**src/rtl/audio_voice_engine_pkg.sv**
```systemverilog
// audio_voice_engine_pkg: shared sweep FSM states and width helpers for the voice engine
package audio_voice_engine_pkg;
  typedef enum logic [1:0] {S_IDLE, S_FETCH, S_DRAIN, S_LATCH} state_t;
  function automatic int clog2(input int n);
    int r;
    r = 0;
    while ((1 << r) < n) r++;
    return r;
  endfunction
  function automatic int acc_w(input int sample_w, input int vol_w, input int num_voices);
    return sample_w + vol_w + clog2(num_voices);
  endfunction
  function automatic int duty_w(input int sample_w, input int num_voices);
    return sample_w + clog2(num_voices);
  endfunction
endpackage

```
**src/rtl/audio_voice_engine_if.sv**
```systemverilog
// audio_voice_engine_if: synchronous sample memory read port (data valid one cycle after rd)
interface audio_voice_engine_if #(
  parameter int ADDR_W   = 16,
  parameter int SAMPLE_W = 8
);
  logic [ADDR_W-1:0]   mem_addr;
  logic                mem_rd;
  logic [SAMPLE_W-1:0] mem_data;
  modport master (output mem_addr, output mem_rd, input mem_data);
  modport slave (input mem_addr, input mem_rd, output mem_data);
endinterface

```
**src/rtl/audio_voice_engine_modulator.sv**
```systemverilog
// audio_modulator: 1-bit output stage, PWM by default or first-order sigma-delta with AUDIO_SIGMA_DELTA_EN
module audio_modulator #(
  parameter int DUTY_W = 11
) (
  input  logic              clk,
  input  logic              rst,
  input  logic [DUTY_W-1:0] i_duty,
  output logic              o_out
);
`ifdef AUDIO_SIGMA_DELTA_EN
  logic [DUTY_W:0] r_sd;
  always_ff @(posedge clk)
    r_sd <= rst ? '0 : {1'b0, r_sd[DUTY_W-1:0]} + {1'b0, i_duty};
  assign o_out = r_sd[DUTY_W];
`else
  logic [DUTY_W-1:0] r_cnt;
  logic              r_out;
  always_ff @(posedge clk) begin
    if (rst) begin
      r_cnt <= '0;
      r_out <= 1'b0;
    end else begin
      r_cnt <= r_cnt + 1'b1;
      r_out <= r_cnt < i_duty;
    end
  end
  assign o_out = r_out;
`endif
endmodule

```
**src/rtl/audio_voice_engine.sv**
```systemverilog
// audio_voice_engine: N-voice PCM player with time-multiplexed fetch, mixer and 1-bit output.
// Define AUDIO_SIGMA_DELTA_EN to swap the PWM output stage for a sigma-delta modulator.
module audio_voice_engine
  import audio_voice_engine_pkg::*;
#(
  parameter int CLK_FREQ    = 100_000_000,
  parameter int SAMPLE_FREQ = 8000,
  parameter int NUM_VOICES  = 8,
  parameter int SAMPLE_W    = 8,
  parameter int ADDR_W      = 16,
  parameter int VOL_W       = 4
) (
  input  logic                         clk,
  input  logic                         rst,
  input  logic [NUM_VOICES-1:0]        i_play,
  input  logic [NUM_VOICES-1:0]        i_stop,
  input  logic [NUM_VOICES-1:0]        i_voice_loop,
  input  logic [NUM_VOICES*ADDR_W-1:0] i_voice_start,
  input  logic [NUM_VOICES*ADDR_W-1:0] i_voice_len,
  input  logic [NUM_VOICES*VOL_W-1:0]  i_volume,
  audio_voice_engine_if.master         mem,
  output logic [NUM_VOICES-1:0]        o_active,
  output logic                         o_sample_tick,
  output logic                         o_out
);
  localparam int DIV    = CLK_FREQ / SAMPLE_FREQ;
  localparam int CNT_W  = clog2(DIV) > 0 ? clog2(DIV) : 1;
  localparam int VI_W   = NUM_VOICES > 1 ? clog2(NUM_VOICES) : 1;
  localparam int ACC_W  = acc_w(SAMPLE_W, VOL_W, NUM_VOICES);
  localparam int DUTY_W = duty_w(SAMPLE_W, NUM_VOICES);
  localparam int PROD_W = SAMPLE_W + VOL_W;
  if (DIV < NUM_VOICES + 3) begin : g_div_chk
    $error("audio_voice_engine: CLK_FREQ/SAMPLE_FREQ must be at least NUM_VOICES+3");
  end
  state_t                r_state, w_next;
  logic [CNT_W-1:0]      r_cnt;
  logic                  r_tick;
  logic [VI_W-1:0]       r_v, r_prev_v;
  logic                  r_prev_rd;
  logic [ACC_W-1:0]      r_acc;
  logic [DUTY_W-1:0]     r_duty;
  logic [NUM_VOICES-1:0] r_active;
  logic [ADDR_W-1:0]     r_pos [NUM_VOICES];
  logic [ADDR_W-1:0]     w_start [NUM_VOICES];
  logic [ADDR_W-1:0]     w_len [NUM_VOICES];
  logic [VOL_W-1:0]      w_vol [NUM_VOICES];
  logic [NUM_VOICES-1:0] w_hit, w_end, w_trig;
  logic                  w_rd;
  logic [ADDR_W-1:0]     w_addr;
  logic [PROD_W-1:0]     w_prod;
  for (genvar i = 0; i < NUM_VOICES; i++) begin : g_voice
    assign w_start[i] = i_voice_start[i*ADDR_W +: ADDR_W];
    assign w_len[i]   = i_voice_len[i*ADDR_W +: ADDR_W];
    assign w_vol[i]   = i_volume[i*VOL_W +: VOL_W];
    assign w_hit[i]   = r_prev_rd && r_prev_v == VI_W'(i);
    assign w_end[i]   = r_pos[i] == w_len[i] - 1'b1;
    assign w_trig[i]  = i_play[i] && !i_stop[i] && w_len[i] != '0;
  end
  always_ff @(posedge clk) begin
    if (rst) begin
      r_cnt  <= '0;
      r_tick <= 1'b0;
    end else begin
      r_cnt  <= r_cnt == CNT_W'(DIV - 1) ? '0 : r_cnt + 1'b1;
      r_tick <= r_cnt == CNT_W'(DIV - 1);
    end
  end
  always_ff @(posedge clk)
    r_state <= rst ? S_IDLE : w_next;
  always_comb begin
    w_rd   = r_state == S_FETCH && r_active[r_v];
    w_addr = w_rd ? w_start[r_v] + r_pos[r_v] : '0;
    w_next = r_state == S_IDLE  ? (r_tick ? S_FETCH : S_IDLE) :
             r_state == S_FETCH ? (r_v == VI_W'(NUM_VOICES - 1) ? S_DRAIN : S_FETCH) :
             r_state == S_DRAIN ? S_LATCH : S_IDLE;
  end
  assign mem.mem_rd   = w_rd;
  assign mem.mem_addr = w_addr;
  assign w_prod = {{VOL_W{1'b0}}, mem.mem_data} * {{SAMPLE_W{1'b0}}, w_vol[r_prev_v]};
  // Accumulate lags the fetch by one cycle, so the read flag and voice index are carried forward.
  always_ff @(posedge clk) begin
    if (rst) begin
      r_v       <= '0;
      r_prev_v  <= '0;
      r_prev_rd <= 1'b0;
      r_acc     <= '0;
      r_duty    <= '0;
      r_active  <= '0;
      for (int i = 0; i < NUM_VOICES; i++) r_pos[i] <= '0;
    end else begin
      r_v       <= r_state == S_FETCH ? r_v + 1'b1 : '0;
      r_prev_v  <= r_v;
      r_prev_rd <= w_rd;
      r_acc     <= r_state == S_IDLE && r_tick ? '0 : r_prev_rd ? r_acc + ACC_W'(w_prod) : r_acc;
      if (r_state == S_LATCH) r_duty <= DUTY_W'(r_acc >> VOL_W);
      for (int i = 0; i < NUM_VOICES; i++) begin
        if (w_trig[i]) begin
          r_active[i] <= 1'b1;
          r_pos[i]    <= '0;
        end else if (w_hit[i]) begin
          r_pos[i] <= w_end[i] ? '0 : r_pos[i] + 1'b1;
          if (w_end[i] && !i_voice_loop[i]) r_active[i] <= 1'b0;
        end
        if (i_stop[i]) r_active[i] <= 1'b0;
      end
    end
  end
  assign o_active      = r_active;
  assign o_sample_tick = r_tick;
  audio_modulator #(.DUTY_W(DUTY_W)) u_mod (
    .clk    (clk),
    .rst    (rst),
    .i_duty (r_duty),
    .o_out  (o_out)
  );
endmodule
```
**src/flat_wrapper.sv**
```systemverilog
// flat-port wrapper written by rule: the top's interface ports become plain ports
module audio_voice_engine_flat import audio_voice_engine_pkg::*;
#(
  parameter int CLK_FREQ    = 100_000_000,
  parameter int SAMPLE_FREQ = 8000,
  parameter int NUM_VOICES  = 8,
  parameter int SAMPLE_W    = 8,
  parameter int ADDR_W      = 16,
  parameter int VOL_W       = 4
)
  (clk, rst, i_play, i_stop, i_voice_loop, i_voice_start, i_voice_len, i_volume, o_active, o_sample_tick, o_out, mem_mem_addr, mem_mem_rd, mem_mem_data);
  audio_voice_engine_if #(.ADDR_W(ADDR_W), .SAMPLE_W(SAMPLE_W)) mem_i ();
  input  logic clk;
  input  logic rst;
  input  logic [NUM_VOICES-1:0] i_play;
  input  logic [NUM_VOICES-1:0] i_stop;
  input  logic [NUM_VOICES-1:0] i_voice_loop;
  input  logic [NUM_VOICES*ADDR_W-1:0] i_voice_start;
  input  logic [NUM_VOICES*ADDR_W-1:0] i_voice_len;
  input  logic [NUM_VOICES*VOL_W-1:0] i_volume;
  output logic [NUM_VOICES-1:0] o_active;
  output logic o_sample_tick;
  output logic o_out;
  output wire logic [$bits(mem_i.mem_addr)-1:0] mem_mem_addr;
  output wire logic [$bits(mem_i.mem_rd)-1:0] mem_mem_rd;
  input wire logic [$bits(mem_i.mem_data)-1:0] mem_mem_data;
  assign mem_mem_addr = mem_i.mem_addr;
  assign mem_mem_rd = mem_i.mem_rd;
  assign mem_i.mem_data = mem_mem_data;
  audio_voice_engine #(.CLK_FREQ(CLK_FREQ), .SAMPLE_FREQ(SAMPLE_FREQ), .NUM_VOICES(NUM_VOICES), .SAMPLE_W(SAMPLE_W), .ADDR_W(ADDR_W), .VOL_W(VOL_W)) u_core (.clk(clk), .rst(rst), .i_play(i_play), .i_stop(i_stop), .i_voice_loop(i_voice_loop), .i_voice_start(i_voice_start), .i_voice_len(i_voice_len), .i_volume(i_volume), .mem(mem_i), .o_active(o_active), .o_sample_tick(o_sample_tick), .o_out(o_out));
endmodule
```
**config.mk**
```make
export PLATFORM = sky130hd
export DESIGN_NAME = audio_voice_engine_flat
export DESIGN_NICKNAME = d
export VERILOG_FILES = /design/src/rtl/audio_voice_engine_pkg.sv /design/src/rtl/audio_voice_engine_if.sv /design/src/rtl/audio_voice_engine_modulator.sv /design/src/rtl/audio_voice_engine.sv /design/src/flat_wrapper.sv
export SDC_FILE = /design/constraint.sdc
export NUM_CORES = 1
export LEC_CHECK = 0
export CAP_MARGIN = 20
export CORE_ASPECT_RATIO = 1.1
export CORE_MARGIN = 10
export CORE_UTILIZATION = 54
export DETAILED_ROUTE_END_ITERATION = 10
export PLACE_DENSITY = 0.81
export SYNTH_ARGS = -nofsm -noshare
export SYNTH_HDL_FRONTEND = slang
export SYNTH_SLANG_ARGS = --single-unit
```
**constraint.sdc**
```tcl
create_clock -name clk -period 6.8 [get_ports clk]
set_clock_uncertainty 0.15 [all_clocks]
set_input_delay 0.68 -clock clk [delete_from_list [all_inputs] [get_ports clk]]
set_output_delay 0.68 -clock clk [all_outputs]
set_load 0.05 [all_outputs]
```
# Word level (Yosys, flattened, before mapping)
# Memory sizes are Yosys's and may differ from the RTL's. A register that Yosys moved wholly into a read port is not among the register bits.
# Cells that the tools add are included.
word_totals:
  register_bits: 70
  mem_bits_rw: 128
  inputBits: 322
  out_inout_bits: 27
  elab_cells: 300
  mem_count: 1
op_classes:
  addsub: 21
  multipliers: 1
  order_cmp: 4
  eq_ne: 20
  mux: 121
  bitwise_logic: 19
  reduce_logical: 95
mem_list:
  columns: ["memory", "words", "width", "rd", "rd_ports_with_merged_regs", "write_ports", "line_no", "source"]
  rows:
  - ["u_core.r_pos", 8, 16, 9, 1, 8, "audio_voice_engine.sv:43", "logic [ADDR_W-1:0] r_pos [NUM_VOICES];"]
op_table:
  columns: ["op", "n"]
  rows:
  - ["$mux 16", 27]
  - ["$add 16x1->16 const B", 8]
  - ["$eq 16x16->1", 8]
  - ["$reduce_bool 16->1", 8]
  - ["$sub 16x1->16 const B", 8]
  - ["$mux 1", 84]
  - ["$bmux 16 s3", 1]
  - ["$logic_and 1x1->1", 34]
  - ["$reduce_bool 2->1", 16]
  - ["$reduce_or 2->1", 11]
  - ["$add 16x16->16", 1]
  - ["$logic_not 1->1", 16]
  - ["$or 1x1->1", 16]
  - ["$reduce_and 2->1", 8]
  - ["$add 15x12->15", 1]
  - ["$eq 3x3->1 const B", 5]
  - ["$add 14x1->14 const B", 1]
  - ["$eq 14x14->1 const B", 1]
  - ["$bmux 4 s3", 1]
  - ["$mul 8x4->12", 1]
  - ["$add 11x1->11 const B", 1]
  - ["$lt 11x11->1", 1]
  - ["$ge 4x4->1 const B", 2]
  - ["$mux 2", 4]
  - ["other kinds (13)", 17]

# Longest topological paths before layout
# Gate-level depths: netlist of the first run.
depth:
  ltp_word: 8
  depth_mapped: 19
  mapped_depth_nobuf: 17

# Hierarchy
# A second synthesis of the first run with hierarchy kept.
hier_totals:
  cells_unflattened: 2008
  area_unflattened_um2: 18312.6
by_module_without_submodules:
  columns: ["module", "instances", "cells_each", "area_per_inst_um2", "seq_area_each_um2"]
  rows:
  - ["audio_voice_engine", 1, 1930, 17596.9, 5004.8]
  - ["audio_modulator", 1, 78, 715.7, 240.2]

# Least setup slack after synthesis of the first run
# OpenSTA, ideal clock, no wires.
synth_path:
  path_type: "register -> output"
  start: "reg u_core.r_v[0]"
  end: "out mem_mem_addr[15]"
  t_arrival_ns: 4.835
  t_required_ns: 5.970
  path_slack_ns: 1.135
  stages_incl_launch_ff: 14
  path_buffers: 3
  path_cell_list: "dfxtp_1 > clkbuf_1 > clkbuf_1 > buf_1 > mux4_2 > mux2_2 > ha_1 > a211oi_1 > o21ai_0 > a31oi_1 > a211o_1 > a21bo_2 > a21oi_1 > nor3b_1"
synth_via:
  elab_chain_len: 6
  elab_cells_between_ends: 9
  classes_between: "add/sub: 1; mux: 6; bitwise: 1; reduce/logical: 1"
synth_lines:
  columns: ["item", "line_no", "source"]
  rows:
  - ["from (decl)", "audio_voice_engine.sv:38", "logic [VI_W-1:0] r_v, r_prev_v;"]
  - ["from (signal assigned)", "audio_voice_engine.sv:91", "r_v <= r_state == S_FETCH ? r_v + 1'b1 : '0;"]
  - ["$not 3->4 (implied by the code)", "audio_voice_engine.sv:72", "w_addr = w_rd ? w_start[r_v] + r_pos[r_v] : '0;"]
  - ["$bmux 16 s3", "audio_voice_engine.sv:72", null]
  - ["$mux 16 (implied by the code) (2 in a row)", "audio_voice_engine.sv:72", null]
  - ["$add 16x16->16", "audio_voice_engine.sv:72", null]
  - ["$mux 16 *", "audio_voice_engine.sv:72", null]
  - ["to (decl)", "flat_wrapper.sv:24", "output wire logic [$bits(mem_i.mem_addr)-1:0] mem_mem_addr;"]
# Mark *: on every way between the ends. The rest lies on a longest branch, timed or not. The select of a mux whose other input is x is not followed.

# Worst setup path in the final report of the first run
# Same ends and word-level chain as after synthesis.

==> summary.md, run 1 <==
| Metric | Value |
|---|---|
| DRT Pass-1 Iters | 5 |
| PwrDens | 144 nW/um^2 |
| Max_slew headroom | 34.0% |
| Arrival time worst endpoint | 5.17 ns |
| Min Tclk post-route | 6.00 ns |
| Dominant synthesized flop cell | edfxtp_1 |
| Hold Path Sink | u_core.r_duty[5] |
| Fin. Hold Viols | 0 |
| Port bufs | 348 |
| Share of cells above drive strength 1 | 7.94% |
| GRT Util Overall | 27.6% |
| Req. time, crit path | 5.97 ns |
| Total grt overflow | 0 |
| Clock root buffer | clkbuf_16 |
| Fillers | 2612 |
| Post-Synthesis Net Count | 2438 |
| R2R Setup Slk | 1.17 ns |
| Clock latency at the later pin of the worst-skew pair | 0.45 ns |
| Initial antenna violation count | 2 |
| Die area | 41700 um^2 |
| Worst-case reg-to-reg path depth | 15 |
| Synthesized area | 18300 um^2 |
| Leakage power | 7.89 nW |
| Cell chain of the critical path | buf_4, mux4_2, mux2_2, ha_1, a21oi_1, o21ai_0, a21oi_1, a211o_1, a21bo_2, a21oi_1, nor3b_1, clkdlybuf4s50_1 |
| CP max-delay cell | clkdlybuf4s50_1 |
| Fraction of registers with async set/reset | 0% |
| Reg clk slew, reported paths | 0.09 ns |
| Crit end category | primary output |
| Slew @ Worst Pin | 0.989 ns |
| Row count | 70 |
| Placer Congestion | 0.996 |
| Fmax | 0.167 GHz |
| Vias | 16.9k |
| Clock Tree Buf Depth | 2 |
| CORE AREA | 33400 um^2 |
| Post-synth EDFFs | 128 |
| Synth Register Bits | 198 |
| Final net count | 2728 |
| Synth unique cells | 82 |
| Max-capacitance violation count | 0 |
| Syn avg cell area | 9.03 um^2 |
| CP startpoint kind | flip-flop |
| R2R Path Start | u_core.r_prev_v[0] |
| Unrepaired setup endpoints after global routing | false |
| Boundary Pins | 349 |
| Final core occ | 67.9% |
| Worst R2R End | u_core.r_acc[11] |
| Seq/Total Area, Yosys | 28.7% |
| Period utilisation layout | 88.2% |
| Crit path max fanout | 36 |
| Post-cts gate resize count | 0 |
| Status | finished, final reports clean |
| Setup TNS | 0 ns |
| Final WL | 59.2 mm |
| Hold path startpoint | u_core.r_duty[5] |
| Ys Warns | 0 |
| Setup Buffers After CTS | 0 |
| Num CTS Buffers | 17 |
| Most frequent cells in the layout | clkdlybuf4s50_1, nor2_1, xor2_1, xnor2_1, edfxtp_1 |
| Hold path depth | 2 |
| Most numerous cell on the critical path | a21oi_1 |
| Routed wire per std cell | 21.4 um |
| Routed Antenna Nets | 0 |
| Hold_ws | 0.316 ns |
| Largest net degree at the start of global routing | 58 |
| CP max stage delay | 0.94 ns |
| Drt drc | 0 |
| DR iter-0 viols | 1360 |
| Crit path max-delay family | buffers and inverters |
| Die Span X | 196 um |
| Initial Util | 54.8% |
| # hold bufs at CTS | 0 |
| DPL Wire Length | 48.0 mm |
| Number of global-route vias before repair | 17.1k |
| Kind of critical path | flip-flop to primary output |
| Final Max Tran Viols | 0 |
| Clock Sinks | 198 |
| Die height | 213 um |
| Cells after synthesis | 2027 |
| H-tree levels | 4 |
| Worst VDD drop | 0.000164 V |
| Worst Hold Class | flip-flop to flip-flop |
| Most common cell after layout, fill and taps aside | clkdlybuf4s50_1 |
| Vias per cell | 6.12 |
| CTS tree | built |
| Bufs and invs on worst path | 2 |
| Global-route wire length before repair | 92.0 mm |
| Setup-failing EPs final | 0 |
| Overall power | 3.26 mW |
| Synth-to-layout area growth | 23.9% |
==> kinds of logic after synthesis <==
logic type               share of synthesized area (%)
AO/OA/AOI/OAI                                     9.93
buffers and inverters                             4.26
multiplexers                                      12.0
flip-flops                                        28.7
adder cells (fa/ha/maj)                           6.99
XOR/XNOR                                          14.7
AND/OR/NAND/NOR                                   23.5
==> report_power, final <==
group	switching (mW)	internal, mW
clock network	0.541	0.504
logic	0.378	0.423
registers	0.0961	1.32
total	1.02	2.25
==> state kept, by name, summed over array words and instances (netlist names), 2 cells and up <==
| signal | count |
|---|---|
| u_core.r_pos | 128 |
| u_core.r_acc | 15 |
| u_core.r_cnt | 14 |
| u_core.r_duty | 11 |
| u_core.u_mod.r_cnt | 11 |
| u_core.o_active | 8 |
| u_core.r_prev_v | 3 |
| u_core.r_v | 3 |
| u_core.r_state | 2 |
==> Yosys cell counts, types with 12 or more instances <==
library cell,n,area [um^2]
dfxtp_1,70,1400
clkbuf_1,71,267
or3_1,29,181
o31ai_1,12,90.1
edfxtp_1,128,3840
or4_1,13,97.6
nand2_1,105,394
xnor2_1,152,1330
a31oi_1,19,119
nor2_1,292,1100
nand3_1,86,430
mux2_2,32,360
and2_1,14,87.6
ha_1,67,838
nand2b_1,23,144
mux4_2,74,1670
mux2i_1,17,170
o211ai_1,15,113
a21o_1,12,90.1
and3_1,35,219
nor4_1,27,169
nor3_1,54,270
or2_2,14,87.6
fa_1,22,440
inv_1,111,417
nor2b_1,54,338
a21oi_1,57,285
a211oi_1,20,150
o21ai_0,51,255
xor2_1,152,1330
nand4_1,41,257
nor4b_1,12,105
==> metrics by stage <==
stage / cells / setup slack [ns] / instance area, um^2
after floorplan: 2027 / 1.13 / 18300
after CTS: 2759 / 0.819 / 22600
after global placement: 2727 / 0.769 / 22000
final: 2763 / 0.800 / 22700
after detailed placement: 2727 / 0.648 / 22000
after global routing: 2762 / 0.391 / 22700
==> worst max path at each step <==
stage          cells after the start     startpoint  slack, ns          endpoint
2_1_floorplan                     13  u_core.r_v[0]       1.13  mem_mem_addr[15]
3_3_place_gp                      16   i_volume[31]       0.77  u_core.r_acc[11]
3_5_place_dp                      16   i_volume[31]       0.65  u_core.r_acc[11]
4_1_cts                           12  u_core.r_v[0]       0.82  mem_mem_addr[15]
5_1_grt                           12  u_core.r_v[0]       0.39  mem_mem_addr[15]
6_report                          12  u_core.r_v[0]       0.80  mem_mem_addr[15]
==> layout make-up <==
class / instances / area (um^2) / area share [%]
Inverter: 111 / 417 / 1.84
Clock inverter: 15 / 178 / 0.784
Sequential cell: 198 / 5250 / 23.2
Timing Repair Buffer: 361 / 3580 / 15.8
Multi-Input combinational cell: 1628 / 12300 / 54.2
Antenna cell: 1 / 2.50 / 0.0110
Tap cell: 432 / 541 / 2.38
Clock buffer: 17 / 425 / 1.88
==> worst register-to-register path: cells and delay by family, from the launching register on <==
kind | cells | cell delay (ns)
AOI/OAI and AO/OA | 4 | 1.06
adders and majority gates | 4 | 1.82
buffers and inverters | 2 | 0.09
DFF | 1 | 0.54
muxes | 2 | 1.17
and+or+nand+nor | 3 | 0.67
==> routing by layer <==
metal	vias up	GRT usage [%]	share of wire, %
li1	7907	-	-
met3	110	6.24	9.2
met2	785	47.7	49
met4	2	9.54	3.1
met5	-	0	0.022
met1	8112	33.3	39
No activity file was read; power rests on OpenSTA's default activity.
==> inputs of run 2 (changes only) <==
- CORE_MARGIN: 10 -> 2
==> run 2 against run 1 <==
  * Power fell by 1.1%
  * Sequential share of layout area barely moved
  * Global-route usage rose by 3.2 points
  * Core utilization rose by 0.055 points
  * Via count fell by 0.85%
  * First-iteration DRC count rose by 2.5%
  * Hold slack got worse by 0.0047 ns
  * Maximum frequency rose by 0.47%
  * Setup slack improved by 0.028 ns
  * Wire length fell by 6.4%
  * Sequential cell count did not move
  * Highest routed layer is now met4
==> summary.md, run 2 (same netlist as run 1, synthesis figures left out) <==
| Metric | Value |
|---|---|
| Die Span X | 180 um (was 196 um) |
| Antenna diode count | 0 (was 1) |
| Vias | 16.8k (was 16.9k) |
| Worst VDD drop | 0.000165 V (was 0.000164 V) |
| Routed wire per std cell | 20.1 um (was 21.4 um) |
| Synth-to-layout area growth | 23.6% (was 23.9%) |
| Reg clk slew, reported paths | 0.08 ns (was 0.09 ns) |
| Final Max Tran Viols | 0 (unchanged) |
| Clock latency at the later pin of the worst-skew pair | 0.45 ns (about the same) |
| Leakage power | 7.86 nW (was 7.89 nW) |
| Slew @ Worst Pin | 1.06 ns (was 0.989 ns) |
| Crit path max fanout | 16 (was 36) |
| Final WL | 55.4 mm (was 59.2 mm) |
| H-tree levels | 4 (unchanged) |
| Cell chain of the critical path | mux4_2, mux2i_1, nor2b_1, fa_1, fa_1, inv_1, fa_1, inv_1, ha_1, or3_1, a211o_1, a31o_2, a211o_1, a41o_1, nor2b_1 (was buf_4, mux4_2, mux2_2, ha_1, a21oi_1, o21ai_0, a21oi_1, a211o_1, a21bo_2, a21oi_1, nor3b_1, clkdlybuf4s50_1) |
| Crit path max-delay family | adder cells (was buffers and inverters) |
| Max_slew headroom | 28.8% (was 34.0%) |
| DPL Wire Length | 44.9 mm (was 48.0 mm) |
| Max reg flops | 128 (unchanged) |
| Clock Sinks | 198 (unchanged) |
| Overall power | 3.23 mW (was 3.26 mW) |
| Placed Area | 22000 um^2 (about the same) |
| Setup TNS | 0 ns (unchanged) |
| DR WL met2 | 27.7 mm (was 29.0 mm) |
| Drt drc | 0 (unchanged) |
| Worst Hold Class | flip-flop to flip-flop (unchanged) |
| PwrDens | 143 nW/um^2 (was 144 nW/um^2) |
| Share of cells above drive strength 1 | 7.74% (was 7.94%) |
| Boundary Pins | 349 (unchanged) |
| CORE AREA | 33300 um^2 (was 33400 um^2) |
| # hold bufs at CTS | 0 (unchanged) |
| Max-capacitance violation count | 0 (unchanged) |
| Arrival time worst endpoint | 6.13 ns (was 5.17 ns) |
| Post-cts gate resize count | 0 (unchanged) |
| CP max stage delay | 0.90 ns (was 0.94 ns) |
| Row count | 70 (unchanged) |
| Most numerous cell on the critical path | fa_1 (was a21oi_1) |
| CP max-delay cell | dfxtp_1 (was clkdlybuf4s50_1) |
| Fillers | 2641 (was 2612) |
| Setup ws final | 0.828 ns (was 0.800 ns) |
| Fmax | 0.167 GHz (about the same) |
| Die height | 197 um (was 213 um) |
| Unrepaired setup endpoints after global routing | false (unchanged) |
| Total grt overflow | 0 (unchanged) |
| Post-route cell area | 22600 um^2 (was 22700 um^2) |
| Clock Tree Buf Depth | 2 (unchanged) |
| CTS tree | built (unchanged) |
| Crit end category | flip-flop (was primary output) |
| Status | finished, final reports clean (unchanged) |
| Bufs and invs on worst path | 2 (unchanged) |
| Clock root buffer | clkbuf_16 (unchanged) |
| DRT Pass-1 Iters | 6 (was 5) |
| GRT Util Overall | 30.8% (was 27.6%) |
| Hold_ws | 0.311 ns (was 0.316 ns) |
| Biggest register | u_core.r_pos (unchanged) |
| DRT met1 WL | 22.3 mm (was 23.0 mm) |
| Num CTS Buffers | 17 (unchanged) |
| Period utilisation layout | 87.8% (was 88.2%) |
| Regs by FF count | u_core.r_pos: 128 flops, u_core.r_acc: 15 flops, u_core.r_cnt: 14 flops (unchanged) |
| Port bufs | 348 (unchanged) |
| Setup-failing EPs final | 0 (unchanged) |
| Setup Buffers After CTS | 0 (unchanged) |
| Vias per cell | 6.08 (was 6.12) |
| Number of global-route vias before repair | 16.6k (was 17.1k) |
| Final net count | 2723 (was 2728) |
| DR iter-0 viols | 1394 (was 1360) |
| Highest metal used | met4 (was met5) |
| Largest net degree at the start of global routing | 58 (unchanged) |
| Initial antenna violation count | 0 (was 2) |
| Most common cell after layout, fill and taps aside | clkdlybuf4s50_1 (unchanged) |
| CP startpoint kind | flip-flop (unchanged) |
| Global-route wire length before repair | 86.8 mm (was 92.0 mm) |
| Kind of critical path | flip-flop to flip-flop (was flip-flop to primary output) |
| Req. time, crit path | 6.96 ns (was 5.97 ns) |
| Fin. Hold Viols | 0 (unchanged) |
| Most frequent cells in the layout | clkdlybuf4s50_1, nor2_1, xor2_1, xnor2_1, edfxtp_1 (unchanged) |
| Initial Util | 55.0% (was 54.8%) |
| Routed Antenna Nets | 0 (unchanged) |
| Pre-CTS setup slack | 0.780 ns (was 0.648 ns) |
| Min Tclk post-route | 5.97 ns (was 6.00 ns) |
| Placer Congestion | 0.970 (was 0.996) |
| Met3 Routed Length | 3.97 mm (was 5.45 mm) |
| Die area | 35400 um^2 (was 41700 um^2) |
run 2: changes by cell type in the layout (fill, tap and decap cells not counted):
| cell | delta |
|---|---|
| inv_4 | -1 |
| buf_12 | +1 |
| inv_8 | -2 |
| clkinv_4 | +2 |
| inv_12 | -2 |
| diode_2 | -1 |
| buf_4 | -7 |
| inv_6 | +3 |
| buf_6 | +1 |
run 2: cell type report:
type / count / area (um^2) / share of cell area, %
Timing Repair Buffer: 356 / 3550 / 15.7
Tap cell: 432 / 541 / 2.39
Clock inverter: 15 / 160 / 0.708
Inverter: 111 / 417 / 1.84
Clock buffer: 17 / 425 / 1.88
Multi-Input combinational cell: 1628 / 12300 / 54.3
Sequential cell: 198 / 5250 / 23.2
run 2: power breakdown:
group,switching [mW],total (mW),leakage [nW],internal (mW)
Clock,0.515,1.01,0.288,0.494
Combinational,0.382,0.806,5.64,0.424
Sequential,0.0923,1.41,1.94,1.32
run 2: metrics by stage:
| step | instances | util [%] |
|---|---|---|
| final | 2757 | 68.0 |
| after global routing | 2757 | 68.0 |
| after CTS | 2756 | 68.0 |
| after detailed placement | 2724 | 66.2 |
| after global placement | 2723 | 66.2 |
| after floorplan | 2027 | - |
run 2: final timing paths:
| kind | slack (ns) | depth (start not counted) | from | to |
|---|---|---|---|---|
| min | 0.31 | 2 | u_core.r_duty[2] | u_core.r_duty[2] |
| max | 0.83 | 15 | u_core.r_prev_v[0] | u_core.r_acc[11] |
| max reg2reg | 0.83 | 15 | u_core.r_prev_v[0] | u_core.r_acc[11] |
| min reg2reg | 0.31 | 2 | u_core.r_duty[2] | u_core.r_duty[2] |
run 2: layer usage:
| layer | global-route usage, % | vias to the layer above |
|---|---|---|
| li1 | - | 7902 |
| met1 | 38.9 | 8070 |
| met2 | 54.4 | 716 |
| met3 | 4.61 | 85 |
| met4 | 9.91 | 0 |
| met5 | 0 | - |
run 2: worst register-to-register path: stages (launching register included):
cell	delay (ns)
dfxtp_1	0.90
mux4_2	0.60
mux2i_1	0.55
nor2b_1	0.15
fa_1	0.51
fa_1	0.57
inv_1	0.06
fa_1	0.50
inv_1	0.04
ha_1	0.25
or3_1	0.38
a211o_1	0.31
a31o_2	0.24
a211o_1	0.29
a41o_1	0.23
nor2b_1	0.12
